$ cat src/rtl/rm_lane_sequencer_if.sv
`default_nettype none
// ============================================================================
// Module   : rm_lane_sequencer_if
// Brief    : Bundles the per-lane event/reset inputs, the configuration write
//            port and the match/step outputs of the RM lane sequencer.
// Revision : 1.0  initial release
// ============================================================================
interface rm_lane_sequencer_if #(
  parameter int NUM_LANES  = 5,
  parameter int NUM_EVENTS = 10,
  parameter int MAX_STEPS  = 4,
  parameter int WIN_W      = 8,
  parameter int CNT_W      = 16
);
  localparam int LANE_W = (NUM_LANES > 1) ? $clog2(NUM_LANES) : 1;
  localparam int STEP_W = (MAX_STEPS > 1) ? $clog2(MAX_STEPS) : 1;
  localparam int LEN_W  = $clog2(MAX_STEPS + 1);

  logic [NUM_LANES-1:0][NUM_EVENTS-1:0] lane_vector_i;
  logic [NUM_LANES-1:0]                 lane_reset_i;
  logic                                 cfg_we_i;
  logic [LANE_W-1:0]                    cfg_lane_i;
  logic [STEP_W-1:0]                    cfg_step_i;
  logic [NUM_EVENTS-1:0]                cfg_mask_i;
  logic [LEN_W-1:0]                     cfg_len_i;
  logic [WIN_W-1:0]                     cfg_window_i;
  logic [NUM_LANES-1:0]                 match_o;
  logic [NUM_LANES-1:0][CNT_W-1:0]      match_cnt_o;
  logic [NUM_LANES-1:0][STEP_W-1:0]     step_o;

  modport master (
    output lane_vector_i, lane_reset_i, cfg_we_i, cfg_lane_i, cfg_step_i,
           cfg_mask_i, cfg_len_i, cfg_window_i,
    input  match_o, match_cnt_o, step_o
  );

  modport slave (
    input  lane_vector_i, lane_reset_i, cfg_we_i, cfg_lane_i, cfg_step_i,
           cfg_mask_i, cfg_len_i, cfg_window_i,
    output match_o, match_cnt_o, step_o
  );
endinterface
`default_nettype wire

$ cat src/rtl/rm_lane_sequencer.sv
`default_nettype none
// ============================================================================
// Module   : rm_lane_sequencer
// Brief    : Per-lane ordered-sequence matcher. Each lane walks through up to
//            MAX_STEPS event masks with an optional inter-step timeout and
//            pulses match / bumps a saturating counter on completion.
// Revision : 1.0  initial release
// ============================================================================
module rm_lane_sequencer #(
  parameter int NUM_LANES  = 5,
  parameter int NUM_EVENTS = 10,
  parameter int MAX_STEPS  = 4,
  parameter int WIN_W      = 8,
  parameter int CNT_W      = 16
) (
  input  logic                clk_i,
  input  logic                rst_i,
  rm_lane_sequencer_if.slave  bus
);
  localparam int LANE_W = (NUM_LANES > 1) ? $clog2(NUM_LANES) : 1;
  localparam int STEP_W = (MAX_STEPS > 1) ? $clog2(MAX_STEPS) : 1;
  localparam int LEN_W  = $clog2(MAX_STEPS + 1);

  // Shared config decode: a write is dropped entirely if lane or step is out
  // of range, and an oversize length is clamped before it is stored.
  logic             w_cfg_ok;
  logic [LEN_W-1:0] w_len_clamped;

  assign w_cfg_ok = bus.cfg_we_i
                 && ({1'b0, bus.cfg_lane_i} < (LANE_W+1)'(NUM_LANES))
                 && ({1'b0, bus.cfg_step_i} < (STEP_W+1)'(MAX_STEPS));

  assign w_len_clamped = (bus.cfg_len_i > LEN_W'(MAX_STEPS)) ? LEN_W'(MAX_STEPS)
                                                             : bus.cfg_len_i;

  for (genvar l = 0; l < NUM_LANES; l++) begin : g_lane
    logic [NUM_EVENTS-1:0] r_mask [MAX_STEPS];
    logic [LEN_W-1:0]      r_len;
    logic [WIN_W-1:0]      r_cfg_win;
    logic [STEP_W-1:0]     r_step;
    logic [WIN_W-1:0]      r_win;
    logic [CNT_W-1:0]      r_cnt;
    logic                  r_match;

    logic                  w_cfg_sel;
    logic                  w_hit;
    logic                  w_last;
    logic [LEN_W-1:0]      w_step_ext;

    assign w_cfg_sel  = w_cfg_ok && (bus.cfg_lane_i == LANE_W'(l));
    // A lane with length 0 is disabled, so it can never register a hit.
    assign w_hit      = (r_len != '0) && ((bus.lane_vector_i[l] & r_mask[r_step]) != '0);
    assign w_step_ext = LEN_W'(r_step);
    assign w_last     = ((w_step_ext + LEN_W'(1)) == r_len);

    // Configuration storage and the per-lane sequencing state, in priority
    // order: lane reset, config write, final hit, intermediate hit, timeout.
    always_ff @(posedge clk_i) begin
      if (rst_i) begin
        for (int s = 0; s < MAX_STEPS; s++) begin
          r_mask[s] <= '0;
        end
        r_len     <= '0;
        r_cfg_win <= '0;
        r_step    <= '0;
        r_win     <= '0;
        r_cnt     <= '0;
        r_match   <= 1'b0;
      end else begin
        r_match <= 1'b0;

        if (w_cfg_sel) begin
          r_mask[bus.cfg_step_i] <= bus.cfg_mask_i;
          r_len                  <= w_len_clamped;
          r_cfg_win              <= bus.cfg_window_i;
        end

        if (bus.lane_reset_i[l]) begin
          r_step <= '0;
          r_win  <= '0;
          r_cnt  <= '0;
        end else if (w_cfg_sel) begin
          // Reconfiguration restarts the sequence but keeps the match history.
          r_step <= '0;
          r_win  <= '0;
        end else if (w_hit && w_last) begin
          r_step  <= '0;
          r_win   <= '0;
          r_match <= 1'b1;
          if (r_cnt != '1) begin
            r_cnt <= r_cnt + CNT_W'(1);
          end
        end else if (w_hit) begin
          r_step <= r_step + STEP_W'(1);
          r_win  <= r_cfg_win;
        end else if ((r_step != '0) && (r_cfg_win != '0)) begin
          // Timeout fires on the cycle the counter would otherwise reach 0.
          if (r_win <= WIN_W'(1)) begin
            r_step <= '0;
            r_win  <= '0;
          end else begin
            r_win <= r_win - WIN_W'(1);
          end
        end
      end
    end

    assign bus.match_o[l]     = r_match;
    assign bus.match_cnt_o[l] = r_cnt;
    assign bus.step_o[l]      = r_step;
  end

endmodule
`default_nettype wire

$ cat src/flat_wrapper.sv
// flat-port wrapper written by rule: the top's interface ports become plain ports
module rm_lane_sequencer_flat 
#(
  parameter int NUM_LANES  = 5,
  parameter int NUM_EVENTS = 10,
  parameter int MAX_STEPS  = 4,
  parameter int WIN_W      = 8,
  parameter int CNT_W      = 16
)
  (clk_i, rst_i, bus_lane_vector_i, bus_lane_reset_i, bus_cfg_we_i, bus_cfg_lane_i, bus_cfg_step_i, bus_cfg_mask_i, bus_cfg_len_i, bus_cfg_window_i, bus_match_o, bus_match_cnt_o, bus_step_o);
  rm_lane_sequencer_if #(.NUM_LANES(NUM_LANES), .NUM_EVENTS(NUM_EVENTS), .MAX_STEPS(MAX_STEPS), .WIN_W(WIN_W), .CNT_W(CNT_W)) bus_i ();
  input  logic clk_i;
  input  logic rst_i;
  input wire logic [$bits(bus_i.lane_vector_i)-1:0] bus_lane_vector_i;
  input wire logic [$bits(bus_i.lane_reset_i)-1:0] bus_lane_reset_i;
  input wire logic [$bits(bus_i.cfg_we_i)-1:0] bus_cfg_we_i;
  input wire logic [$bits(bus_i.cfg_lane_i)-1:0] bus_cfg_lane_i;
  input wire logic [$bits(bus_i.cfg_step_i)-1:0] bus_cfg_step_i;
  input wire logic [$bits(bus_i.cfg_mask_i)-1:0] bus_cfg_mask_i;
  input wire logic [$bits(bus_i.cfg_len_i)-1:0] bus_cfg_len_i;
  input wire logic [$bits(bus_i.cfg_window_i)-1:0] bus_cfg_window_i;
  output wire logic [$bits(bus_i.match_o)-1:0] bus_match_o;
  output wire logic [$bits(bus_i.match_cnt_o)-1:0] bus_match_cnt_o;
  output wire logic [$bits(bus_i.step_o)-1:0] bus_step_o;
  assign bus_i.lane_vector_i = bus_lane_vector_i;
  assign bus_i.lane_reset_i = bus_lane_reset_i;
  assign bus_i.cfg_we_i = bus_cfg_we_i;
  assign bus_i.cfg_lane_i = bus_cfg_lane_i;
  assign bus_i.cfg_step_i = bus_cfg_step_i;
  assign bus_i.cfg_mask_i = bus_cfg_mask_i;
  assign bus_i.cfg_len_i = bus_cfg_len_i;
  assign bus_i.cfg_window_i = bus_cfg_window_i;
  assign bus_match_o = bus_i.match_o;
  assign bus_match_cnt_o = bus_i.match_cnt_o;
  assign bus_step_o = bus_i.step_o;
  rm_lane_sequencer #(.NUM_LANES(NUM_LANES), .NUM_EVENTS(NUM_EVENTS), .MAX_STEPS(MAX_STEPS), .WIN_W(WIN_W), .CNT_W(CNT_W)) u_core (.clk_i(clk_i), .rst_i(rst_i), .bus(bus_i));
endmodule
$ cat config.mk
export PLATFORM = sky130hd
export DESIGN_NAME = rm_lane_sequencer_flat
export DESIGN_NICKNAME = d
export VERILOG_FILES = /design/src/rtl/rm_lane_sequencer_if.sv /design/src/rtl/rm_lane_sequencer.sv /design/src/flat_wrapper.sv
export SDC_FILE = /design/constraint.sdc
export NUM_CORES = 1
export LEC_CHECK = 0
export CAP_MARGIN = 10
export CORE_MARGIN = 1
export CORE_UTILIZATION = 33
export CTS_CLUSTER_SIZE = 25
export DETAILED_ROUTE_END_ITERATION = 16
export SLEW_MARGIN = 20
export SYNTH_ARGS = -nofsm -noshare
export SYNTH_HDL_FRONTEND = slang
export SYNTH_SLANG_ARGS = --single-unit
$ cat constraint.sdc
create_clock -name clk_i -period 2.48 [get_ports clk_i]
set_input_delay 0.496 -clock clk_i [delete_from_list [all_inputs] [get_ports clk_i]]
set_output_delay 0.496 -clock clk_i [all_outputs]
set_load 0.01 [all_outputs]
==> qor.txt <==
DIE WIDTH - 241 um
CP max stage delay - 0.54 ns
Buf+Inv Stages, Crit Path - 3
post-synth net total - 1900
sequential share of the synthesized area - 0.533
Yosys top cell area share - 0.320
CTS tree - built
most common library cells after synthesis - and2_1, dfxtp_1, edfxtp_1
initial antenna violation count - 1
drt drc - 0
Via density - 5.02
Longest Clk Path Bufs - 3
Final Skew - 0.0210 ns
placed cells - 2757
Worst-Skew Late Latency - 0.58 ns
power density cells - 618 mW/mm2
Critical Path End Type - flip-flop
Clock power frac - 0.451
Detailed Place HPWL - 34900 um
Final setup viols - 0
Net Sw Frac - 0.225
Worst Hold Class - in -> reg
Slew Limit Fails - 0
H-tree Lvls - 2
critical path's slowest cell - mux4_2
register bit total from synthesis - 400
Leakage - 8.39 nW
Layout Utilization - 0.433
met2 wire len - 23800 um
first-pass GRT wire length - 77700 um
# IOs - 179
row count - 87
status - finished clean
CP Cell Sequence - buf_12, mux4_2, a22o_1, nor2_2, nand4_1, buf_6, nand4_1, buf_2, or3_1, a21oi_1
largest net degree at the start of global routing - 29
FF-to-FF path depth - 10
TritonRoute pass-1 iters - 5
cell accounting for the most synthesized area - edfxtp_1
die area - 0.0579 mm2
combinational power share - 0.069
crit path time final - 2.44 ns
CP Max Fanout - 7
Synth area leaders - edfxtp_1, dfxtp_1, and2_1, mux4_2, a21oi_1
clock tree root buffer cell - clkbuf_16
layout cells sized above 1 - 0.183
sequential share of power - 0.480
number of routed nets with antenna violations - 0
clk sinks - 400
FFs w/ async S/R, synth - 0
initial core utilization - 0.334
Power Internal - 11.7 mW
number of global-route vias before repair - 13900
Final nets - 2174
Rel. slew slack - 0.567
1st-iter DRT viols - 1025
Peak VDD IR - 424 uV
maxcap violations - 0
gr usage total - 0.172
Yosys warning total - 0
area delta synth->final - 29.6%
WL met3 - 2520 um
cts bufs inserted - 45
GR Overflow Total - 0
WS Path Type - reg -> reg
WP data arrival - 2.91 ns
Main synth FF type - edfxtp_1
Worst path depth - 10
CP startpoint kind - flip-flop
Port Buffers - 178
Final Hold Viols - 0
Distinct cells, synth - 70
crit-path leading delay family - simple AND/OR/NAND/NOR gates
most common cell in the netlist - and2_1
WHS Path Cells - 2
top layer in use - met5
RSZ-0062 raised after global routing - yes
Post-Route M1 WL - 23100 um
clock-pin slew on the worst setup and hold paths - 0.06 ns
number of enable flip-flop cells after synthesis - 200
cts hold-fix bufs - 0
Design Power - 15.1 mW
Die Y - 241 um
Avg Inst Size Synth - 10.5 um2
Routed Wire Length - 50300 um
critical path data required time - 2.94 ns
drt wl/cell - 17.6 um
final cell count without fillers - 2855
cell mode on critical path - nand4_1
via count - 14300
Mapped Cells - 1791
CORE AREA - 0.0563 mm2
Worst-Margin Slew - 0.647 ns
Diodes inserted - 0
Post-Synthesis Cell Area - 0.0188 mm2
sum of negative setup slack - 0 ns
Psw - 3.38 mW
Highest Clock Rate - 409 MHz
routability-driven placement congestion ratio - 0.812
Fillers - 5298
final worst-path cycle share - 0.986
[cells in the final DEF, fill, tap and decap left out, drive strengths merged, types with 35 or more instances in the layout]
master	Yosys	routed
edfxtp	200	200
clkbuf	70	66
nor2	138	138
o21ai	38	38
nor3	54	54
and2	215	215
or3	37	37
a211oi	35	35
nor4	35	35
dfxtp	200	200
nand2	185	185
mux4	47	47
nand3	55	55
clkdlybuf4s50	0	177
a21oi	138	138
buf	41	158
[logic make-up after synthesis]
group	after synthesis	synth area share
AOI/OAI and AO/OA	271	0.0890
DFF	400	0.533
xor gates and xnor gates	59	0.0275
buffers and inverters	139	0.0346
muxes	66	0.0668
adders and majority gates	25	0.0167
and+or+nand+nor	831	0.233
[metrics by stage]
stage / area (um2) / hold slack (ns) / setup WS [ns]
2_1_floorplan: 18800 / 0.445 / 0.140
3_3_place_gp: 22300 / 0.463 / -0.126
3_5_place_dp: 22300 / 0.467 / -0.183
4_1_cts: 23900 / 0.341 / 0.00337
5_1_grt: 24300 / 0.378 / -0.0966
6_report: 24300 / 0.371 / 0.0352
[area by class of cell]
cell class,instances,area (um2),share of cell area
Clock inverter,18,199,0.00817
Timing Repair Buffer,338,3360,0.138
Inverter,28,105,0.00432
Clock buffer,63,1300,0.0532
Multi-Input combinational cell,1252,8420,0.346
Tap cell,756,946,0.0389
Sequential cell,400,10000,0.412
[routing by layer]
metal / vias up / track usage
met5: - / 0
met1: 6963 / 0.235
met3: 63 / 0.0317
met2: 323 / 0.280
li1: 6982 / -
met4: 2 / 0.0446
[timing repair]
| action | CTS | global route |
|---|---|---|
| pin swaps | 7 | 38 |
| setup buffers | 4 | 8 |
| gates resized for setup | 14 | 84 |
| setup endpoints to repair | 39 | 100 |
| endpoints found under the hold margin | 0 | 0 |
| gates cloned | 0 | 5 |
[path summary, 6_finish.rpt]
path              slack [ns]                            end                     startpoint
hold reg to reg         0.47  u_core.g_lane[0].r_cfg_win[7]  u_core.g_lane[0].r_cfg_win[7]
setup / recovery        0.04     u_core.g_lane[1].r_cnt[15]                      flip-flop
hold / removal          0.37      u_core.g_lane[0].r_len[1]                          rst_i
setup reg to reg        0.04     u_core.g_lane[1].r_cnt[15]                      flip-flop
[power by group through the flow]
stage	clock [mW]	sequential (mW)	combinational (mW)
6_report	6.78	7.23	1.04
4_1_cts	6.93	7.23	1.00
3_5_place_dp	0	7.37	0.985
5_1_grt	7.18	7.25	1.12
2_1_floorplan	0	7.33	0.501
3_3_place_gp	0	7.36	0.972
[flip-flops by register name, indices dropped and copies added (netlist names), named ones only]
name	count
u_core.g_lane.r_mask	200
u_core.g_lane.r_cnt	80
u_core.g_lane.r_cfg_win	40
u_core.g_lane.r_win	40
u_core.g_lane.r_len	15
u_core.g_lane.r_step	10
u_core.g_lane.r_match	5
No activity file was read; power rests on OpenSTA's default activity.
